===== src/rtl/v_alu_seq_pkg.sv =====
// Shared constants for the vector ALU sequencer: function codes, lane width
// and the sequencer state encoding.
package v_alu_pkg;

  localparam int FS_W   = 5;
  localparam int LANE_W = 8;

  localparam logic [FS_W-1:0] ADDUS  = 5'h00;
  localparam logic [FS_W-1:0] MULADD = 5'h01;
  localparam logic [FS_W-1:0] MULEI  = 5'h02;
  localparam logic [FS_W-1:0] MULOI  = 5'h03;
  localparam logic [FS_W-1:0] MRGLO  = 5'h06;
  localparam logic [FS_W-1:0] MRGHI  = 5'h07;
  localparam logic [FS_W-1:0] VPACK  = 5'h08;
  localparam logic [FS_W-1:0] VCMPE  = 5'h09;
  localparam logic [FS_W-1:0] VCLTU  = 5'h0A;
  localparam logic [FS_W-1:0] PASS_S = 5'h0B;

  typedef enum logic [2:0] {
    ST_IDLE    = 3'd0,
    ST_READ    = 3'd1,
    ST_LOAD_ST = 3'd2,
    ST_LOAD_C  = 3'd3,
    ST_EXEC    = 3'd4,
    ST_WB      = 3'd5
  } state_t;

  // Only MULADD needs the third operand; reserved codes fall through as non-MULADD.
  function automatic logic is_muladd(input logic [FS_W-1:0] fs);
    return fs == MULADD;
  endfunction

endpackage


===== src/rtl/v_alu_seq_if.sv =====
// Command and writeback handshakes of the vector ALU sequencer.
interface v_alu_seq_if
  import v_alu_pkg::*;
#(
  parameter int AW = 5,
  parameter int DW = 64
);
  logic            cmd_valid;
  logic            cmd_ready;
  logic [FS_W-1:0] cmd_fs;
  logic [AW-1:0]   cmd_s;
  logic [AW-1:0]   cmd_t;
  logic [AW-1:0]   cmd_c;
  logic [AW-1:0]   cmd_d;

  logic            wb_valid;
  logic            wb_ready;
  logic [AW-1:0]   wb_addr;
  logic [DW-1:0]   wb_data;

  modport master (
    output cmd_valid, cmd_fs, cmd_s, cmd_t, cmd_c, cmd_d, wb_ready,
    input  cmd_ready, wb_valid, wb_addr, wb_data
  );

  modport slave (
    input  cmd_valid, cmd_fs, cmd_s, cmd_t, cmd_c, cmd_d, wb_ready,
    output cmd_ready, wb_valid, wb_addr, wb_data
  );
endinterface


===== src/rtl/v_alu_seq.sv =====
// Vector ALU sequencer: fetches operands from the register file, feeds the
// combinational ALU from registers and retires the result with backpressure.
module v_alu_seq
  import v_alu_pkg::*;
#(
  parameter int AW = 5,
  parameter int DW = 64,
  parameter int CW = 16
) (
  input  logic            clk,
  input  logic            reset_n,
  v_alu_seq_if.slave      bus,
  output logic [AW-1:0]   rf_ra_addr,
  output logic [AW-1:0]   rf_rb_addr,
  input  logic [DW-1:0]   rf_ra_data,
  input  logic [DW-1:0]   rf_rb_data,
  output logic [DW-1:0]   alu_s,
  output logic [DW-1:0]   alu_t,
  output logic [DW-1:0]   alu_c,
  output logic [FS_W-1:0] alu_fs,
  input  logic [DW-1:0]   alu_y,
  output logic            busy,
  output logic [CW-1:0]   op_count
);

  state_t        state_q, state_d;
  logic [AW-1:0] c_q, d_q;
  logic          wb_valid_q;
  logic [AW-1:0] wb_addr_q;
  logic [DW-1:0] wb_data_q;

  assign bus.cmd_ready = (state_q == ST_IDLE);
  assign busy          = (state_q != ST_IDLE);
  assign bus.wb_valid  = wb_valid_q;
  assign bus.wb_addr   = wb_addr_q;
  assign bus.wb_data   = wb_data_q;

  always_ff @(posedge clk or negedge reset_n) begin
    if (!reset_n) state_q <= ST_IDLE;
    else          state_q <= state_d;
  end

  always_comb begin
    state_d = state_q;
    case (state_q)
      ST_IDLE:    if (bus.cmd_valid) state_d = ST_READ;
      ST_READ:    state_d = ST_LOAD_ST;
      ST_LOAD_ST: state_d = is_muladd(alu_fs) ? ST_LOAD_C : ST_EXEC;
      ST_LOAD_C:  state_d = ST_EXEC;
      ST_EXEC:    state_d = ST_WB;
      ST_WB:      if (bus.wb_ready) state_d = ST_IDLE;
      default:    state_d = ST_IDLE;
    endcase
  end

  // alu_fs doubles as the latched command function for the whole operation.
  always_ff @(posedge clk or negedge reset_n) begin
    if (!reset_n) begin
      rf_ra_addr <= '0;
      rf_rb_addr <= '0;
      c_q        <= '0;
      d_q        <= '0;
      alu_s      <= '0;
      alu_t      <= '0;
      alu_c      <= '0;
      alu_fs     <= '0;
      wb_valid_q <= 1'b0;
      wb_addr_q  <= '0;
      wb_data_q  <= '0;
      op_count   <= '0;
    end else begin
      case (state_q)
        ST_IDLE: if (bus.cmd_valid) begin
          alu_fs     <= bus.cmd_fs;
          rf_ra_addr <= bus.cmd_s;
          rf_rb_addr <= bus.cmd_t;
          c_q        <= bus.cmd_c;
          d_q        <= bus.cmd_d;
        end
        // Port A has already sampled S on this edge, so it is free for C.
        ST_READ: if (is_muladd(alu_fs)) rf_ra_addr <= c_q;
        ST_LOAD_ST: begin
          alu_s <= rf_ra_data;
          alu_t <= rf_rb_data;
          if (!is_muladd(alu_fs)) alu_c <= '0;
        end
        ST_LOAD_C: alu_c <= rf_ra_data;
        ST_EXEC: begin
          wb_data_q  <= alu_y;
          wb_addr_q  <= d_q;
          wb_valid_q <= 1'b1;
        end
        ST_WB: if (bus.wb_ready) begin
          wb_valid_q <= 1'b0;
          op_count   <= op_count + CW'(1);
        end
        default: ;
      endcase
    end
  end

endmodule


===== src/flat_wrapper.sv =====
// flat-port wrapper written by rule: the top's interface ports become plain ports
module v_alu_seq_flat import v_alu_pkg::*;
#(
  parameter int AW = 5,
  parameter int DW = 64,
  parameter int CW = 16
)
  (clk, reset_n, rf_ra_addr, rf_rb_addr, rf_ra_data, rf_rb_data, alu_s, alu_t, alu_c, alu_fs, alu_y, busy, op_count, bus_cmd_valid, bus_cmd_fs, bus_cmd_s, bus_cmd_t, bus_cmd_c, bus_cmd_d, bus_wb_ready, bus_cmd_ready, bus_wb_valid, bus_wb_addr, bus_wb_data);
  v_alu_seq_if #(.AW(AW), .DW(DW)) bus_i ();
  input  logic clk;
  input  logic reset_n;
  output logic [AW-1:0] rf_ra_addr;
  output logic [AW-1:0] rf_rb_addr;
  input  logic [DW-1:0] rf_ra_data;
  input  logic [DW-1:0] rf_rb_data;
  output logic [DW-1:0] alu_s;
  output logic [DW-1:0] alu_t;
  output logic [DW-1:0] alu_c;
  output logic [FS_W-1:0] alu_fs;
  input  logic [DW-1:0] alu_y;
  output logic busy;
  output logic [CW-1:0] op_count;
  input wire logic [$bits(bus_i.cmd_valid)-1:0] bus_cmd_valid;
  input wire logic [$bits(bus_i.cmd_fs)-1:0] bus_cmd_fs;
  input wire logic [$bits(bus_i.cmd_s)-1:0] bus_cmd_s;
  input wire logic [$bits(bus_i.cmd_t)-1:0] bus_cmd_t;
  input wire logic [$bits(bus_i.cmd_c)-1:0] bus_cmd_c;
  input wire logic [$bits(bus_i.cmd_d)-1:0] bus_cmd_d;
  input wire logic [$bits(bus_i.wb_ready)-1:0] bus_wb_ready;
  output wire logic [$bits(bus_i.cmd_ready)-1:0] bus_cmd_ready;
  output wire logic [$bits(bus_i.wb_valid)-1:0] bus_wb_valid;
  output wire logic [$bits(bus_i.wb_addr)-1:0] bus_wb_addr;
  output wire logic [$bits(bus_i.wb_data)-1:0] bus_wb_data;
  assign bus_i.cmd_valid = bus_cmd_valid;
  assign bus_i.cmd_fs = bus_cmd_fs;
  assign bus_i.cmd_s = bus_cmd_s;
  assign bus_i.cmd_t = bus_cmd_t;
  assign bus_i.cmd_c = bus_cmd_c;
  assign bus_i.cmd_d = bus_cmd_d;
  assign bus_i.wb_ready = bus_wb_ready;
  assign bus_cmd_ready = bus_i.cmd_ready;
  assign bus_wb_valid = bus_i.wb_valid;
  assign bus_wb_addr = bus_i.wb_addr;
  assign bus_wb_data = bus_i.wb_data;
  v_alu_seq #(.AW(AW), .DW(DW), .CW(CW)) u_core (.clk(clk), .reset_n(reset_n), .bus(bus_i), .rf_ra_addr(rf_ra_addr), .rf_rb_addr(rf_rb_addr), .rf_ra_data(rf_ra_data), .rf_rb_data(rf_rb_data), .alu_s(alu_s), .alu_t(alu_t), .alu_c(alu_c), .alu_fs(alu_fs), .alu_y(alu_y), .busy(busy), .op_count(op_count));
endmodule

===== config.mk =====
export PLATFORM = sky130hd
export DESIGN_NAME = v_alu_seq_flat
export DESIGN_NICKNAME = d
export VERILOG_FILES = /design/src/rtl/v_alu_seq_pkg.sv /design/src/rtl/v_alu_seq_if.sv /design/src/rtl/v_alu_seq.sv /design/src/flat_wrapper.sv
export SDC_FILE = /design/constraint.sdc
export NUM_CORES = 1
export LEC_CHECK = 0
export ABC_AREA = 1
export CORE_MARGIN = 2
export CORE_UTILIZATION = 30
export DETAILED_ROUTE_END_ITERATION = 10
export PLACE_DENSITY = 0.67
export SYNTH_ARGS = -nofsm -noshare
export SYNTH_HDL_FRONTEND = slang
export SYNTH_SLANG_ARGS = --single-unit

===== constraint.sdc =====
create_clock -name clk -period 1.7 [get_ports clk]
set_input_delay 0.51 -clock clk [delete_from_list [all_inputs] [get_ports clk]]
set_output_delay 0.51 -clock clk [all_outputs]
set_load 0.01 [all_outputs]

==> summary.md, run 1 <==
• **cells along the critical path** nor2_4 -> inv_2 -> nor2_4 -> inv_2 -> buf_6
• **final critical-path setup slack** -0.2576 ns
• **slew at the pin closest to its max-slew limit** 0.3472 ns
• **final setup violation count** 72
• **P_leak** 9.578 nW
• **Die Y** 203.1 um
• **number of CTS-inserted buffers** 35
• **hold slack final** 0.4068 ns
• **worst reg2reg path startpoint** u_core.state_q[1]
• **remaining global-route overflow** 0
• **std cell rows** 72
• **class of the worst hold path** in2async
• **sequential fraction of the synthesis area** 64.36%
• **Total Nets Final** 1978
• **initial DRC count** 569
• **final worst path period share** 115.2%
• **worst clock skew** 0.01511 ns
• **Arrival @ worst endpoint** 1.45 ns
• **Fillers** 3565
• **TritonCTS clock tree** yes
• **violations in the final reports** negative setup slack
• **total vias in the final route** 10520
• **growth of design area from synthesis to finish** 65.22%
• **max-slew violation count** 0
• **startpoint of the most critical setup path** u_core.state_q[0]
• **yosys synthesis warning count** 0
• **Final TNS setup** -2.913 ns
• **final hold viol count** 0
• **Util after Layout** 50.51%
• **unrepaired setup endpoints after global routing** yes
• **top library cells by usage in the layout, fill and taps aside** sky130_fd_sc_hd__nand2_1 (328), sky130_fd_sc_hd__dfrtp_1 (306), sky130_fd_sc_hd__clkdlybuf4s50_1 (219), sky130_fd_sc_hd__inv_1 (95), sky130_fd_sc_hd__buf_2 (94)
• **number of nets still failing antenna checks after routing** 0
• **via count of the first global-routing pass** 10579
• **die area** 0.04127 mm2
• **root buffer cell** sky130_fd_sc_hd__clkbuf_16
• **required time at the endpoint of the critical path** 1.19 ns
• **Clock Sink Count** 306
• **# IOs** 516
• **mean area per synthesized cell** 10.26 um2
• **wire length of the first global-routing pass** 58.82 mm
• **maximum count of clock buffers along a single path** 3
• **post-synth net total** 1382
• **post-route standard cell area excluding fillers** 0.01966 mm2
• **H-Tree Level Count** 2
• **netlist area before placement** 0.01190 mm2
• **average wire per cell in the routed design** 18.92 um
• **outcome** finished, violations left
• **Crit. End Element** output port
• **overall power of the completed layout** 0.03598 W
• **worst-skew pair later-pin latency** 0.53 ns
• **average vias per placed instance** 4.578
• **buffers and inverters on the worst path** 3
• **Slowest cell on crit path** sky130_fd_sc_hd__dfrtp_1
• **CP startpoint kind** flip-flop
• **number of distinct library cell variants in the gate-level netlist after synthesis** 26
• **core region area** 0.03892 mm2
• **Tot GR Track Use** 18.23%
• **maximum number of pins on one net before global-route repair** 83
• **HPWL Detailed** 28.21 mm
• **number of synthesized register bits** 306
• **worst stage delay on the critical path** 0.41 ns
• **most frequent standard cell in the layout excluding fill and tap cells** sky130_fd_sc_hd__nand2_1
• **crit path max fanout** 4
• **final period demand of the worst path** 1.958 ns
• **DRC viols** 0
• **PortBufs** 515
• **Peak Freq** 510.8 MHz
• **layout cell share with drive strength beyond 1** 26.01%
• **power density relative to cell area** 1830 mW/mm2
• **initial antenna violation count** 0
• **kind of critical path** reg2out
• **CP delay by family, top** flip-flops
• **drt pass-1 iters** 5
• **CTS clk-pin slew, worst paths** 0.06 ns
• **Initial Utilization** 30.57%
• **post-detailed-routing wire length** 43.49 mm
• **die width** 203.1 um
• **Post-DP Area** 0.01797 mm2
• **Slew HR** 76.85%
• **Cells after Synth** 1160
• **ANT cells** 0
• **maximum vdd drop** 0.001010 V
• **total of max-cap violations** 0
• **RePlAce Congestion** 0.8485
-- cells in the mapped netlist (all sizes together) --
| cell | instances | share of area [%] |
|---|---|---|
| xnor2 | 4 | 0.29 |
| nand2 | 332 | 10 |
| a21oi | 10 | 0.42 |
| a31oi | 1 | 0.053 |
| buf | 51 | 2.5 |
| o21ai | 142 | 6.1 |
| nor3 | 4 | 0.26 |
| nor2 | 28 | 1.0 |
| dfrtp | 306 | 64 |
| ha | 1 | 0.11 |
| inv | 101 | 3.2 |
| mux2 | 68 | 6.4 |
| xor2 | 5 | 0.37 |
| o211ai | 1 | 0.063 |
| clkbuf | 13 | 0.41 |
| nand4 | 5 | 0.32 |
| nand3 | 87 | 3.7 |
| nand3b | 1 | 0.063 |
-- final timing paths --
check,depth (start not counted),endpoint,slack [ns]
worst max-delay path,5,busy,-0.26
worst min-delay path,2,u_core.bus.wb_data[31],0.41
worst max register to register,11,u_core.alu_s[41],-0.07
worst min register to register,2,u_core.alu_t[15],0.47
max in group asynchronous,4,u_core.op_count[15],0.61
min in group clk,2,u_core.alu_t[15],0.47
-- layer usage --
layer	GRT usage, %	wire (um)	vias up
met2	31.34	21230	444
li1	-	-	4918
met4	8.629	1882	0
met3	5.673	3495	105
met5	0	0	-
met1	20.69	16880	5053
-- worst reg2reg max path, delay by kind of cell, from the launching register on --
family	cells	cell delay [ns]
DFF	1	0.39
AOI/OAI and AO/OA	1	0.05
buffers and inverters	8	0.94
and+or+nand+nor	2	0.27
-- metrics by stage --
step                worst slack (ns)  instances
finish                       -0.2576       2298
CTS                          -0.3311       2252
floorplan                     0.2227       1160
global route                 -0.3276       2298
detailed placement           -0.2716       2174
global placement             -0.1801       2174
-- timing repair --
item,CTS,global route
cloned,0,33
setup endpoints to repair,303,243
hold buffers,1,0
buffers inserted,16,14
pin swaps,3,4
endpoints found under the hold margin,19,0
gates resized for setup,823,152
-- registers in the layout, indices dropped and copies added, names as in the netlist, 5 cells and up --
name,cells
u_core.alu_c,64
u_core.alu_fs,5
u_core.alu_s,64
u_core.alu_t,64
u_core.bus.wb_addr,5
u_core.bus.wb_data,64
u_core.c_q,5
u_core.d_q,5
u_core.op_count,16
u_core.rf_ra_addr,5
u_core.rf_rb_addr,5
-- cell families (layout without fill, tap and decap cells) --
logic type                 Yosys count  in the layout  share of synthesized area (%)
AOI/OAI and AO/OA                  154            154                          6.604
buffers and inverters              165            785                          6.047
and+or+nand+nor                    457            457                          15.79
adders and majority gates            1              1                         0.1051
muxes                               68             68                          6.436
xor gates and xnor gates             9              9                         0.6625
DFF                                306            306                          64.36
-- area by class of cell --
| type | instances | area (um2) | area share (%) |
|---|---|---|---|
| inverter | 101 | 410.4 | 2.088 |
| clock buffer | 52 | 1042 | 5.302 |
| tap | 518 | 648.1 | 3.297 |
| timing repair inverter | 2 | 32.53 | 0.1655 |
| clock inverter | 9 | 122.6 | 0.6238 |
| sequential | 306 | 7657 | 38.95 |
| timing repair buffer | 621 | 6130 | 31.18 |
| multi-input combinational | 689 | 3615 | 18.39 |
-- report_power, final --
part / internal, W / switching [W] / leakage (nW) / total [W]
logic: 0.00774 / 0.00799 / 5.24 / 0.0157
registers: 0.0107 / 0.00185 / 3.77 / 0.0126
clock network: 0.00469 / 0.00298 / 0.572 / 0.00767
total: 0.0232 / 0.0128 / 9.58 / 0.0360
(Power assumes the default switching activity.)
==> run 2, diff against run 1 <==
- REMOVE_ABC_BUFFERS: unset -> 1
==> run 2 against run 1 <==
The flow still finishes with violations (negative setup slack). Sequential share of layout area increased by 3.1 points. Clock skew down 0.0053 ns. Non-clock buffer count down 22. Combinational power decreased by 13%. Die area is the same. Worst hold slack better by 0.059 ns. Maximum frequency up 1.5%. Critical path type unchanged. Critical endpoint unchanged. Largest power group unchanged. Highest routed layer is now met5.
==> summary.md, run 2 (synthesized netlist as in run 1, its figures left out) <==
• **HPWL Detailed** 27.82 mm
• **Total Nets Final** 1956
• **class of the worst hold path** reg2reg
• **drt pass-1 iters** 5
• **final period demand of the worst path** 1.928 ns
• **layout cell share with drive strength beyond 1** 27.76%
• **Post-DP Area** 0.01805 mm2
• **outcome** finished, violations left
• **CP startpoint kind** flip-flop
• **final hold viol count** 0
• **CP delay by family, top** flip-flops
• **Peak Freq** 518.6 MHz
• **P_leak** 9.201 nW
• **crit path max fanout** 3
• **number of nets still failing antenna checks after routing** 0
• **via count of the first global-routing pass** 10494
• **Initial Utilization** 30.57%
• **final critical-path setup slack** -0.2282 ns
• **average vias per placed instance** 4.432
• **worst-skew pair later-pin latency** 0.53 ns
• **Clock Sink Count** 306
• **initial DRC count** 555
• **Arrival @ worst endpoint** 1.42 ns
• **initial antenna violation count** 2
• **worst clock skew** 0.009819 ns
• **top library cells by usage in the layout, fill and taps aside** sky130_fd_sc_hd__nand2_1 (330), sky130_fd_sc_hd__dfrtp_1 (306), sky130_fd_sc_hd__clkdlybuf4s50_1 (219), sky130_fd_sc_hd__buf_2 (129), sky130_fd_sc_hd__clkbuf_2 (118)
• **std cell rows** 72
• **maximum count of clock buffers along a single path** 3
• **RePlAce Congestion** 0.8524
• **worst stage delay on the critical path** 0.41 ns
• **maximum number of pins on one net before global-route repair** 75
• **root buffer cell** sky130_fd_sc_hd__clkbuf_16
• **unrepaired setup endpoints after global routing** yes
• **H-Tree Level Count** 2
• **power density relative to cell area** 1842 mW/mm2
• **DRC viols** 0
• **post-route standard cell area excluding fillers** 0.01823 mm2
• **number of cells in the finished layout apart from fillers** 2277
• **slew at the pin closest to its max-slew limit** 0.4978 ns
• **maximum vdd drop** 0.0008359 V
• **buffers and inverters on the worst path** 3
• **average wire per cell in the routed design** 16.66 um
• **growth of design area from synthesis to finish** 53.19%
• **Die Y** 203.1 um
• **CTS clk-pin slew, worst paths** 0.06 ns
• **Crit. End Element** output port
• **kind of critical path** reg2out
• **total vias in the final route** 10091
• **post-detailed-routing wire length** 37.94 mm
• **remaining global-route overflow** 0
• **cells along the critical path** nor2_4 -> inv_2 -> nor2_4 -> inv_2 -> buf_6
• **total instance count after detailed placement** 2187
• **max-slew violation count** 0
• **die width** 203.1 um
• **Slowest cell on crit path** sky130_fd_sc_hd__dfrtp_1
• **Tot GR Track Use** 18.14%
• **total of max-cap violations** 0
• **wire length of the first global-routing pass** 58.58 mm
• **Slew HR** 66.81%
• **TritonCTS clock tree** yes
• **required time at the endpoint of the critical path** 1.19 ns
• **PortBufs** 515
• **number of CTS-inserted buffers** 36
• **violations in the final reports** negative setup slack
• **most frequent standard cell in the layout excluding fill and tap cells** sky130_fd_sc_hd__nand2_1
• **core region area** 0.03892 mm2
• **final worst path period share** 113.4%
• **# IOs** 516
• **final setup violation count** 2
• **die area** 0.04127 mm2
-- run 2: power by group --
group,internal [W],switching [W]
clock network,0.00451,0.00298
logic,0.00633,0.00727
registers,0.0107,0.00178
total,0.0216,0.0120
-- run 2: what timing repair did --
action | 4_1_cts | 5_1_grt
buffers inserted | 20 | 8
pin swaps | 2 | 3
resized for setup | 790 | 208
hold buffers | 1 | 0
setup endpoints to repair | 295 | 279
cloned | 0 | 1
hold endpoints to repair | 32 | 0
-- run 2: area by class of cell --
cell class / count / area (um2)
Clock buffer: 51 / 1028
Fill cell: 3762 / 20690
Tap cell: 518 / 648.1
Clock inverter: 11 / 111.4
Timing Repair Buffer: 599 / 4821
Sequential cell: 306 / 7657
Multi-Input combinational cell: 690 / 3571
Antenna cell: 1 / 2.502
Inverter: 101 / 386.6
-- run 2: per-stage QoR --
step | hold WS, ns | worst slack (ns) | power (W) | util (%) | TNS [ns]
floorplan | 0.2144 | -1.890 | 0.01884 | - | -422.64
global placement | 0.4508 | -0.1856 | 0.02840 | 46.38 | -1.524
detailed placement | 0.4585 | -0.2124 | 0.02876 | 46.38 | -2.121
CTS | 0.4739 | -0.2854 | 0.03516 | 49.47 | -0.7219
global route | 0.4912 | -0.3106 | 0.03590 | 46.83 | -0.6637
finish | 0.4659 | -0.2282 | 0.03358 | 46.83 | -0.4328
-- run 2: final timing paths --
kind,startpoint,end,slack (ns),cells after the start
min,u_core.alu_t[29],u_core.alu_t[29],0.47,2
min reg2reg,u_core.alu_t[29],u_core.alu_t[29],0.47,2
max in group asynchronous,reset_n,u_core.bus.wb_data[5],0.57,3
max reg2reg,u_core.state_q[0],u_core.alu_t[62],0.11,7
min in group asynchronous,reset_n,u_core.bus.wb_data[23],0.54,2
max,u_core.state_q[1],busy,-0.23,5
-- run 2: layer usage --
metal | vias to the layer above | share of wire [%] | global-route usage, %
li1 | 4870 | - | -
met2 | 305 | 51 | 31.79
met3 | 63 | 6.3 | 5.066
met5 | - | 0.034 | 0
met4 | 2 | 2.5 | 5.761
met1 | 4851 | 40 | 21.56
-- run 2: worst reg2reg max path, stage by stage (launching register included) --
cell and delay [ns]:
sky130_fd_sc_hd__dfrtp_1 0.41, sky130_fd_sc_hd__buf_4 0.19, sky130_fd_sc_hd__nor3_4 0.21, sky130_fd_sc_hd__buf_4 0.19, sky130_fd_sc_hd__buf_12 0.20, sky130_fd_sc_hd__buf_12 0.20
sky130_fd_sc_hd__nand2_1 0.08, sky130_fd_sc_hd__nand2_1 0.07
==> run 3, diff against run 2 <==
- CORE_MARGIN: 2 -> 1
==> run 3 against run 2 <==
The flow still finishes with violations (negative setup slack). Via count up 2.1%. Setup slack worse by 0.016 ns. Global-route usage up 0.22 points. Core utilization up 1.0 points. Clock power down 5.7%. Final cell count down 0.13%. Critical endpoint unchanged.
==> summary.md, run 3 (synthesized netlist as in run 1, its figures left out) <==
• **outcome** finished, violations left
• **violations in the final reports** negative setup slack
• **CP startpoint kind** flip-flop
• **# IOs** 516
• **final worst path period share** 114.4%
• **ANT cells** 0
• **overall power of the completed layout** 0.03383 W
• **final hold viol count** 0
• **via count of the first global-routing pass** 10549
• **PortBufs** 515
• **RePlAce Congestion** 0.8285
• **maximum number of pins on one net before global-route repair** 69
• **capture point of the critical path** busy
• **total vias in the final route** 10307
• **required time at the endpoint of the critical path** 1.19 ns
• **initial antenna violation count** 1
• **Slowest cell on crit path** sky130_fd_sc_hd__dfrtp_1
• **top library cells by usage in the layout, fill and taps aside** sky130_fd_sc_hd__nand2_1 (329), sky130_fd_sc_hd__dfrtp_1 (306), sky130_fd_sc_hd__clkdlybuf4s50_1 (219), sky130_fd_sc_hd__clkbuf_2 (100), sky130_fd_sc_hd__buf_2 (98)
• **startpoint of the most critical hold path** u_core.alu_t[25]
• **remaining global-route overflow** 0
• **maximum vdd drop** 0.0009796 V
• **HPWL Detailed** 26.90 mm
• **CP delay by family, top** flip-flops
• **max-slew violation count** 0
• **DRC viols** 0
• **growth of design area from synthesis to finish** 56.54%
• **Final TNS setup** -0.4715 ns
• **crit path max fanout** 4
• **Crit. End Element** output port
• **number of CTS-inserted buffers** 35
• **class of the worst hold path** reg2reg
• **maximum count of clock buffers along a single path** 3
• **cells along the critical path** nor2_4 -> inv_2 -> nor2_4 -> inv_2 -> buf_6
• **slew at the pin closest to its max-slew limit** 0.4917 ns
• **kind of critical path** reg2out
• **worst clock skew** 0.01580 ns
• **final critical-path setup slack** -0.2447 ns
• **Register-to-Register Path Depth** 8
• **Total Nets Final** 1960
• **Die Y** 201.1 um
• **worst stage delay on the critical path** 0.41 ns
• **Slew HR** 67.22%
• **worst setup slack for register-to-register paths** 0.06 ns
• **power density relative to cell area** 1817 mW/mm2
• **Initial Utilization** 30.57%
• **root buffer cell** sky130_fd_sc_hd__clkbuf_16
• **layout cell share with drive strength beyond 1** 25.28%
• **total of max-cap violations** 0
• **drt pass-1 iters** 5
• **worst-skew pair later-pin latency** 0.53 ns
• **Clock Sink Count** 306
• **H-Tree Level Count** 2
• **wire length of the first global-routing pass** 58.60 mm
• **startpoint of the most critical setup path** u_core.state_q[1]
• **std cell rows** 72
• **P_leak** 9.282 nW
• **die width** 201.1 um
• **average wire per cell in the routed design** 17.22 um
• **Arrival @ worst endpoint** 1.43 ns
• **end of the worst register-to-register path** u_core.alu_s[30]
• **Util after Layout** 47.86%
• **average vias per placed instance** 4.533
• **most frequent standard cell in the layout excluding fill and tap cells** sky130_fd_sc_hd__nand2_1
• **final setup violation count** 2
• **TritonCTS clock tree** yes
• **CTS clk-pin slew, worst paths** 0.06 ns
• **unrepaired setup endpoints after global routing** yes
• **final period demand of the worst path** 1.945 ns
• **Critical Path Stages** 5
• **initial DRC count** 421
• **number of nets still failing antenna checks after routing** 0
• **die area** 0.04046 mm2
• **post-detailed-routing wire length** 39.16 mm
• **Peak Freq** 514.2 MHz
• **buffers and inverters on the worst path** 3
• **Tot GR Track Use** 18.36%
• **core region area** 0.03892 mm2
• **worst reg2reg path startpoint** u_core.state_q[0]
## run 3: cell types whose count changed in the layout (fill, tap and decap cells not counted), sizes merged
cell,previous run,this run
buf,214,179
bufinv,2,1
clkbuf,169,157
clkdlybuf4s15,47,96
clkinv,8,4
diode,1,0
inv,101,102
## run 3: metal layers
layer,track usage [%],up-vias,wire length (um)
met1,22.43,5038,16330
met5,0,-,11
met2,31.69,332,19720
met3,4.503,67,2125
li1,-,4868,-
met4,5.943,2,981
## run 3: layout make-up
type                            count  area, um2
Fill cell                        3712      20290
Sequential cell                   306       7657
Timing Repair Buffer              604       5280
Multi-Input combinational cell    690       3590
Clock buffer                       48      984.7
Tap cell                          518      648.1
Inverter                          101      397.9
Clock inverter                      7      66.31
## run 3: worst min-delay path by stage
stage	end	slack [ns]	cells after the start
3_5_place_dp	u_core.d_q[1]	0.46	2
6_report	u_core.alu_t[25]	0.47	2
5_1_grt	u_core.d_q[3]	0.49	2
4_1_cts	u_core.alu_t[30]	0.47	3
2_1_floorplan	u_core.alu_c[0]	0.21	0
3_3_place_gp	u_core.d_q[1]	0.45	2
## run 3: worst register-to-register path: stages (launching register included)
cell,delay (ns)
sky130_fd_sc_hd__dfrtp_1,0.41
sky130_fd_sc_hd__buf_4,0.19
sky130_fd_sc_hd__nor3_4,0.20
sky130_fd_sc_hd__buf_4,0.15
sky130_fd_sc_hd__buf_6,0.13
sky130_fd_sc_hd__inv_16,0.07
sky130_fd_sc_hd__clkbuf_16,0.21
sky130_fd_sc_hd__nand2_1,0.08
sky130_fd_sc_hd__o21ai_1,0.06
## run 3: through the flow
| step | hold slack (ns) | cell area, um2 | cells | setup slack [ns] |
|---|---|---|---|---|
| 6_report | 0.4657 | 18620 | 2274 | -0.2447 |
| 5_1_grt | 0.4902 | 18620 | 2274 | -0.3341 |
| 4_1_cts | 0.4662 | 19050 | 2255 | -0.3097 |
| 3_5_place_dp | 0.4566 | 17970 | 2180 | -0.2315 |
| 3_3_place_gp | 0.4504 | 17970 | 2180 | -0.1711 |
| 2_1_floorplan | 0.2144 | 11560 | 1096 | -1.890 |
## run 3: what timing repair did
item                                   in CTS  in global routing
setup endpoints to repair                 303                211
hold buffers                                1                  0
pin swaps                                   3                  3
endpoints found under the hold margin      30                  0
cloned                                      0                 11
buffers inserted                           19                  8
gates resized for setup                   760                177
## run 3: where the power goes
group          total (W)  internal, W  switching, W
combinational     0.0142      0.00680       0.00743
clock            0.00706      0.00417       0.00289
sequential        0.0125       0.0107       0.00182
